==> src/rtl/rr_arbiter16_pkg.sv <==
// rr_arbiter16_pkg -- shared definitions for the round-robin arbiter slice.
//   state_t   : FSM encoding (IDLE = 1'b0, GRANT = 1'b1)
//   N_DEFAULT : default number of requesters
//   PTR_W     : round-robin pointer width for N_DEFAULT requesters
package rr_arbiter16_pkg;

  localparam int N_DEFAULT = 16;
  localparam int PTR_W     = $clog2(N_DEFAULT);

  typedef enum logic {
    IDLE  = 1'b0,
    GRANT = 1'b1
  } state_t;

endpackage

==> src/rtl/rr_arbiter16_pick.sv <==
// rr_pick -- combinational round-robin selector.
// Ports:
//   r      [N-1:0]  effective request vector
//   ptr    [PW-1:0] search start index (highest priority this round)
//   onehot [N-1:0]  first set bit of r at or above ptr, wrapping; zero if r == 0
module rr_pick
  import rr_arbiter16_pkg::*;
#(
  parameter int N  = N_DEFAULT,
  parameter int PW = $clog2(N)
) (
  input  logic [N-1:0]  r,
  input  logic [PW-1:0] ptr,
  output logic [N-1:0]  onehot
);

  logic          found;
  logic [PW-1:0] idx;

  // N is a power of two, so the PW-bit sum wraps from N-1 back to 0 for free.
  always_comb begin
    onehot = '0;
    found  = 1'b0;
    idx    = '0;
    for (int i = 0; i < N; i++) begin
      idx = ptr + PW'(i);
      if (!found && r[idx]) begin
        onehot[idx] = 1'b1;
        found       = 1'b1;
      end
    end
  end

endmodule

==> src/rtl/rr_arbiter16.sv <==
// rr_arbiter16 -- round-robin arbiter with registered one-hot grant and
// valid/ready handshake. One bubble cycle separates consecutive grants.
// Optional macro RR_ARBITER16_MASK_EN adds a request mask register
// (reset all-ones) loaded from mask_in when mask_we is high.
// Ports:
//   clk        clock, rising edge
//   rst_n      asynchronous active-low reset
//   mask_in    [N-1:0] mask write data     (RR_ARBITER16_MASK_EN only)
//   mask_we    mask write enable            (RR_ARBITER16_MASK_EN only)
//   req        [N-1:0] level request lines
//   gnt        [N-1:0] registered one-hot grant
//   gnt_valid  gnt holds a valid grant
//   gnt_ready  downstream accepts the current grant
//   busy       high while in GRANT
module rr_arbiter16
  import rr_arbiter16_pkg::*;
#(
  parameter int N = N_DEFAULT
) (
  input  logic         clk,
  input  logic         rst_n,
`ifdef RR_ARBITER16_MASK_EN
  input  logic [N-1:0] mask_in,
  input  logic         mask_we,
`endif
  input  logic [N-1:0] req,
  output logic [N-1:0] gnt,
  output logic         gnt_valid,
  input  logic         gnt_ready,
  output logic         busy
);

  localparam int PW = $clog2(N);

  state_t        state, state_nxt;
  logic [PW-1:0] ptr;
  logic [PW-1:0] gnt_idx;
  logic [N-1:0]  r;
  logic [N-1:0]  pick;
  logic [PW-1:0] pick_idx;

`ifdef RR_ARBITER16_MASK_EN
  logic [N-1:0] mask;

  // Registered mask: a write affects arbitration from the following cycle,
  // and never touches a grant already being held.
  always_ff @(posedge clk or negedge rst_n) begin
    if (!rst_n)       mask <= '1;
    else if (mask_we) mask <= mask_in;
  end

  assign r = req & mask;
`else
  assign r = req;
`endif

  rr_pick #(.N(N), .PW(PW)) u_pick (
    .r      (r),
    .ptr    (ptr),
    .onehot (pick)
  );

  // Index of the picked requester, stored with the grant so the pointer
  // update on handshake does not need to re-encode gnt.
  always_comb begin
    pick_idx = '0;
    for (int i = 0; i < N; i++) begin
      if (pick[i]) pick_idx = PW'(i);
    end
  end

  // FSM state register
  always_ff @(posedge clk or negedge rst_n) begin
    if (!rst_n) state <= IDLE;
    else        state <= state_nxt;
  end

  // FSM next-state logic
  always_comb begin
    state_nxt = state;
    case (state)
      IDLE:    if (r != '0) state_nxt = GRANT;
      GRANT:   if (gnt_valid && gnt_ready) state_nxt = IDLE;
      default: state_nxt = IDLE;
    endcase
  end

  // FSM outputs
  always_comb begin
    busy = (state == GRANT);
  end

  // Grant and pointer registers; gnt_ready is only acted on in GRANT.
  always_ff @(posedge clk or negedge rst_n) begin
    if (!rst_n) begin
      gnt       <= '0;
      gnt_valid <= 1'b0;
      gnt_idx   <= '0;
      ptr       <= '0;
    end else begin
      case (state)
        IDLE: begin
          if (r != '0) begin
            gnt       <= pick;
            gnt_idx   <= pick_idx;
            gnt_valid <= 1'b1;
          end
        end
        GRANT: begin
          if (gnt_valid && gnt_ready) begin
            gnt       <= '0;
            gnt_valid <= 1'b0;
            ptr       <= gnt_idx + PW'(1);
          end
        end
        default: begin
          gnt       <= '0;
          gnt_valid <= 1'b0;
        end
      endcase
    end
  end

endmodule

==> config.mk <==
export PLATFORM = sky130hd
export DESIGN_NAME = rr_arbiter16
export DESIGN_NICKNAME = d
export VERILOG_FILES = /design/src/rtl/rr_arbiter16_pkg.sv /design/src/rtl/rr_arbiter16_pick.sv /design/src/rtl/rr_arbiter16.sv
export SDC_FILE = /design/constraint.sdc
export NUM_CORES = 1
export LEC_CHECK = 0
export ABC_CLOCK_PERIOD_IN_PS = 5200
export BUFFER_PORTS_ARGS = -buffer_cell sky130_fd_sc_hd__buf_2
export CAP_MARGIN = 20
export CORE_MARGIN = 2
export CORE_UTILIZATION = 45
export CTS_CLUSTER_DIAMETER = 120
export DETAILED_ROUTE_END_ITERATION = 12
export PLACE_DENSITY = 0.58
export SYNTH_ARGS = -nofsm -noshare
export SYNTH_HDL_FRONTEND = slang
export SYNTH_SLANG_ARGS = --single-unit
export TNS_END_PERCENT = 100
==> constraint.sdc <==
create_clock -name clk -period 5.2 [get_ports clk]
set_input_delay 0.52 -clock clk [delete_from_list [all_inputs] [get_ports clk]]
set_output_delay 0.52 -clock clk [all_outputs]
set_load 0.05 [all_outputs]
**Yosys cells after proc, flatten, opt, wreduce, memory -nomap -nowiden**

Cells that the tools add are included.

- Logic and storage cells: 241
- Register bits after elaboration: 26
- Input bits: 19
- Output and inout port bits: 18

- $add $sub $neg: 16
- Equal/unequal tests: 2
- Bitwise operators: 16
- Mux-type cells: 119
- Order comparisons: 32
- Reductions and logical operators: 51

Operators by type and width:

| operator | number |
|---|---|
| 16-bit 2-to-1 mux | 18 |
| 16-bit OR | 15 |
| 4-bit by 5-bit less-than comparator with 1-bit output, second input constant | 16 |
| 1-bit binary-select mux with 4-bit select | 16 |
| 1-bit demux with 4-bit select | 16 |
| 4-bit by 1-bit >= comparator with 1-bit output, second input constant | 16 |
| 1-bit 2-to-1 mux | 52 |
| 4-bit 2-to-1 mux | 11 |
| 4-bit adder, second input constant | 8 |
| 1-bit logical AND | 32 |
| 16-bit one-hot mux with 2 select lines | 1 |
| 4-bit by 3-bit adder with 4-bit output, second input constant | 4 |
| 16-bit nonzero test | 1 |
| 1-bit zero test | 15 |
| 4-bit by 1-bit adder with 4-bit output, second input constant | 2 |
| 4-bit by 2-bit adder with 4-bit output, second input constant | 2 |
| 2-bit AND reduction | 3 |
| 2-bit 2-to-1 mux | 2 |
| 1-bit one-hot mux with 2 select lines | 2 |
| 3-bit 2-to-1 mux | 1 |
| 2-bit by 1-bit inequality test with 1-bit output, second input constant | 1 |
| 2-bit inequality test, second input constant | 1 |
| 1-bit inverter | 1 |

**Longest topological paths before layout**

- Depth after elaboration: 63
- Mapped depth: 18
- Depth with buffers taken out: 13

**By module**

Synthesis repeated with hierarchy kept, for this count alone.

- Cells, all modules: 640
- Area total of the unflattened synthesis: 4982.3 µm²

Modules (own cells, without submodules):

| module | instances | cells an instance | area an instance (µm²) | seq. area each (µm²) |
|---|---|---|---|---|
| rr_pick | 1 | 520 | 3729.8 | 0.0 |
| rr_arbiter16 | 1 | 120 | 1252.5 | 650.6 |

**Worst setup path before layout**

Ideal clock, no wire load.

- Path kind: reg2reg
- Start point: reg ptr[1]
- End point: reg gnt_idx[0]
- Period minus slack after synthesis: 4.690 ns
- Cell stages (with the launch flop): 16
- Arrival: 4.608 ns
- Required time: 5.118 ns
- Path buffers: 3
- Slack: 0.510 ns
- Library setup time: 0.082 ns
- Path through: dfrtp_1 > clkbuf_1 > inv_1 > ha_1 > buf_2 > mux4_2 > mux4_2 > or4_1 > buf_2 > or3_4 > nor4_2 > o21ai_1 > nand2_1 > a21boi_1 > or4b_1 > a31oi_1

- Cells in the longest elaborated chain, start to end: 63
- Elaborated cells on any way between the ends: 218
- Classes of those cells: add/sub: 15; order compare: 32; mux: 110; bitwise: 15; reduce/logical: 46

RTL lines:

| what | RTL line | RTL |
|---|---|---|
| from (decl) | rr_arbiter16.sv:36 | `logic [PW-1:0] ptr;` |
| from (signal assigned) | rr_arbiter16.sv:113 | `ptr <= gnt_idx + PW'(1);` |
| branches (longest 47 deep; another with 4-bit by 5-bit less-than comparator with 1-bit output) | n/a |  |
| 16-bit 2-to-1 mux * | rr_arbiter16_pick.sv:27 | `if (!found && r[idx]) begin` |
| 1-bit 2-to-1 mux | rr_arbiter16.sv:68 | `if (pick[i]) pick_idx = PW'(i);` |
| 2-bit 2-to-1 mux (2 in series) | rr_arbiter16.sv:68 |  |
| 3-bit 2-to-1 mux | rr_arbiter16.sv:68 |  |
| 4-bit 2-to-1 mux (10 in series) | rr_arbiter16.sv:68 |  |
| 4-bit 2-to-1 mux * | rr_arbiter16.sv:68 |  |
| to (signal assigned) | rr_arbiter16.sv:105 | `gnt_idx <= pick_idx;` |
| to (decl) | rr_arbiter16.sv:37 | `logic [PW-1:0] gnt_idx;` |

Every way passes the cells marked *. The select of a mux whose other input is x is not followed.
A chain may end at the register's enable or synchronous reset.

**Worst setup path in the final report**

- Start point: reg ptr[0]
- End point: reg gnt_idx[0]

The elaborated chain is that of the path after synthesis.

==> out/results.ini <==
[synth]
synthCells = 685
ys_ff_latch = 26
synth-edff-count = 0
synth_cell_types = 77
synth_area_leader_cell = dfrtp_1
synth_area_leaders = dfrtp_1, mux4_2, nand3_1, nand2_1, nand4_1
ys_seq_area_share_pct = 12.7
syn-cell-area_mm2 = 0.00513
yosys.area.top_type_share_pct = 12.7
ys_async_sr_fraction_pct = 100
synth_top_flop_cell = dfrtp_1
syn_avg_cell_area_um2 = 7.49
mappedNetlistNets = 718
ys_warn_count = 0

[layout]
n_antenna_cell = 0
nFillCells = 1048
multi_input_area_mm2 = 0.00419
final_layout_size_suffix_gt1_share_pct = 18.0
area_delta_synth_final_pct = 9.71
seq_area_um2 = 651
layout.nets = 741

[clock_tree]
cts_made_buffers = 3
htreeDepth = 1
clkTransAtPathRegs_ns = 0.08
clk_latency_ns = 0.28
root_buffer = clkbuf_16
post_cts_buffers = 0
cts_tree = yes
cts_max_path_buffers = 2
holdBufCountCts = 0
cts_resized = 0
cts_num_sinks = 26

[placed_design]
portBuffers = 36
dp_hpwl_mm = 19.8
place_congestion = 1.08

[worst_hold_path]
hp-class = input pin to asynchronous set/reset pin

[critical_path]
path_max_fanout = 24
start_kind = register
ff2ff_setup_slack_ns = 0.12
rr_worst_depth = 12
cp-startpoint = ptr[0]
worstPathRequired_ns = 5.40
end_kind = register
r2r-start = ptr[0]
arrival_ns = 5.28
r2r_end = gnt_idx[0]
critPathKind = register to register

[floorplan]
io_pins = 37
dieArea_mm2 = 0.0123
die_width_um = 111
num_rows = 38
core_mm2 = 0.0110
fp.dieH_um = 111
start_util_pct = 46.7

[detailed_routing]
routed_via_density = 7.94
first_iter_violations = 1093
ant_nets = 0
first_pass_iters = 8
dr_total_vias = 6728
drt_wl_total_mm = 25.9
routedWlPerCell_um = 30.6
drc_errors = 0

[sta]
worst_pin_slew_ns = 1.02
hold_viol = 0
finalCritPeriodShare_pct = 97.6
period_needed_ns = 5.08
finalSetupTns_ns = 0
rsz0062_at_grt = false
maxSlewViolCount = 0
max_freq_mhz = 197
setup_viol = 0
slew_headroom_pct = 31.3
skew_ns = 0.0121

[run]
cap_violations = 0

[global_routing]
antenna_found_initial = 1
grt_first_pass_wirelength_mm = 38.6
grt_usage_pct = 40.8
grt.overflow.total = 0
grt_pass1_vias = 6172
grt_start_max_net_pins = 34

[status]
status = finished clean

==> worst max-delay path by stage <==
| stage | endpoint | cells past startpoint |
|---|---|---|
| 6_report | gnt_idx[0] | 12 |
| 5_1_grt | gnt_idx[0] | 13 |
| 2_1_floorplan | gnt_idx[0] | 15 |
| 3_3_place_gp | gnt_idx[0] | 12 |
| 4_1_cts | gnt_idx[2] | 13 |
| 3_5_place_dp | gnt_idx[0] | 12 |
==> area by class of cell <==
class                           instances  share of cell area (%)
Tap cell                              140                    3.11
Clock inverter                          1                   0.534
Timing Repair Buffer                   72                    8.09
Clock buffer                            3                    1.33
Inverter                               14                   0.934
Sequential cell                        26                    11.6
Multi-Input combinational cell        591                    74.4
==> critical path, cell delays in order, from the launching register on <==
cell,delay (ns)
dfrtp_1,0.37
buf_4,0.33
mux4_1,0.70
mux4_2,0.76
nor3b_1,0.48
and4_1,0.43
nand4_1,0.49
o22ai_1,0.32
a2111oi_0,0.09
o211a_1,0.20
a21boi_1,0.14
or4b_1,0.51
a31oi_1,0.18
==> cells in the final DEF, fill, tap and decap left out, types with 7 or more instances in the layout <==
cell,count
nand4_1,36
a31oi_1,8
nor3_1,18
nor2_1,51
inv_1,10
o211ai_1,8
mux4_2,24
o22ai_1,10
a221o_1,7
mux2i_1,15
mux2_2,12
xnor2_1,8
dfrtp_1,26
buf_4,35
o21ai_0,27
or3_1,10
o31ai_1,7
and4_1,10
nand3_1,70
and3_1,12
a21oi_1,21
nand2_1,79
o221ai_1,9
ha_1,14
nor4_1,21
buf_2,36
==> stage by stage <==
stage	std cells	area, um2	setup WS [ns]	util (%)	hold WS (ns)
2_1_floorplan	685	5130	0.510	-	0.224
3_3_place_gp	842	5510	0.297	50.2	0.478
3_5_place_dp	842	5510	0.306	50.2	0.487
4_1_cts	846	5610	0.298	51.1	0.263
5_1_grt	847	5630	0.00678	51.2	0.295
6_report	847	5630	0.124	51.2	0.240
==> metal layers <==
metal  wire, um  up-vias  track usage (%)  part of all wire, %
met4       2090        2             22.5                  8.1
li1           -     2767                -                    -
met3       4050      184             14.2                   16
met1       9390     3104             53.5                   36
met2      10400      671             58.4                   40
met5         17        -                0                0.066
==> registers in the layout (all words and copies together), names as in the netlist <==
register	flops
busy	1
gnt	16
gnt_idx	4
gnt_valid	1
ptr	4
==> cell usage after synthesis (4+ instances only) <==
| cell type | instances |
|---|---|
| buf_2 | 9 |
| a31oi_1 | 8 |
| ha_1 | 14 |
| and4_1 | 10 |
| and2_1 | 6 |
| dfrtp_1 | 26 |
| clkbuf_1 | 39 |
| mux4_2 | 24 |
| mux2i_1 | 15 |
| nand4_1 | 36 |
| a211o_1 | 6 |
| xor2_1 | 4 |
| nor2b_1 | 5 |
| nor4_1 | 21 |
| a22oi_1 | 5 |
| mux2_2 | 12 |
| nor3_1 | 18 |
| inv_1 | 10 |
| o31ai_1 | 7 |
| o21a_1 | 5 |
| nand3_1 | 70 |
| o21ai_0 | 27 |
| a211oi_1 | 5 |
| o22ai_1 | 10 |
| a21oi_1 | 21 |
| o32ai_1 | 5 |
| or4_1 | 6 |
| a221o_1 | 7 |
| and3_1 | 12 |
| xnor2_1 | 8 |
| or3_1 | 10 |
| a41oi_1 | 5 |
| o221ai_1 | 9 |
| o2111ai_1 | 4 |
| nor2_1 | 51 |
| o211ai_1 | 8 |
| nand2_1 | 79 |
==> cells by family after synthesis <==
kind of cell	share of synthesized area (%)
AOI/OAI and AO/OA	24.2
xor gates and xnor gates	3.00
adders and majority gates	3.42
buffers and inverters	5.66
DFF	12.7
muxes	16.6
and+or+nand+nor	34.4
Power is left out: the tool's default activity adds up to more than one toggle a clock period on the data nets, which glitch-free logic cannot reach.
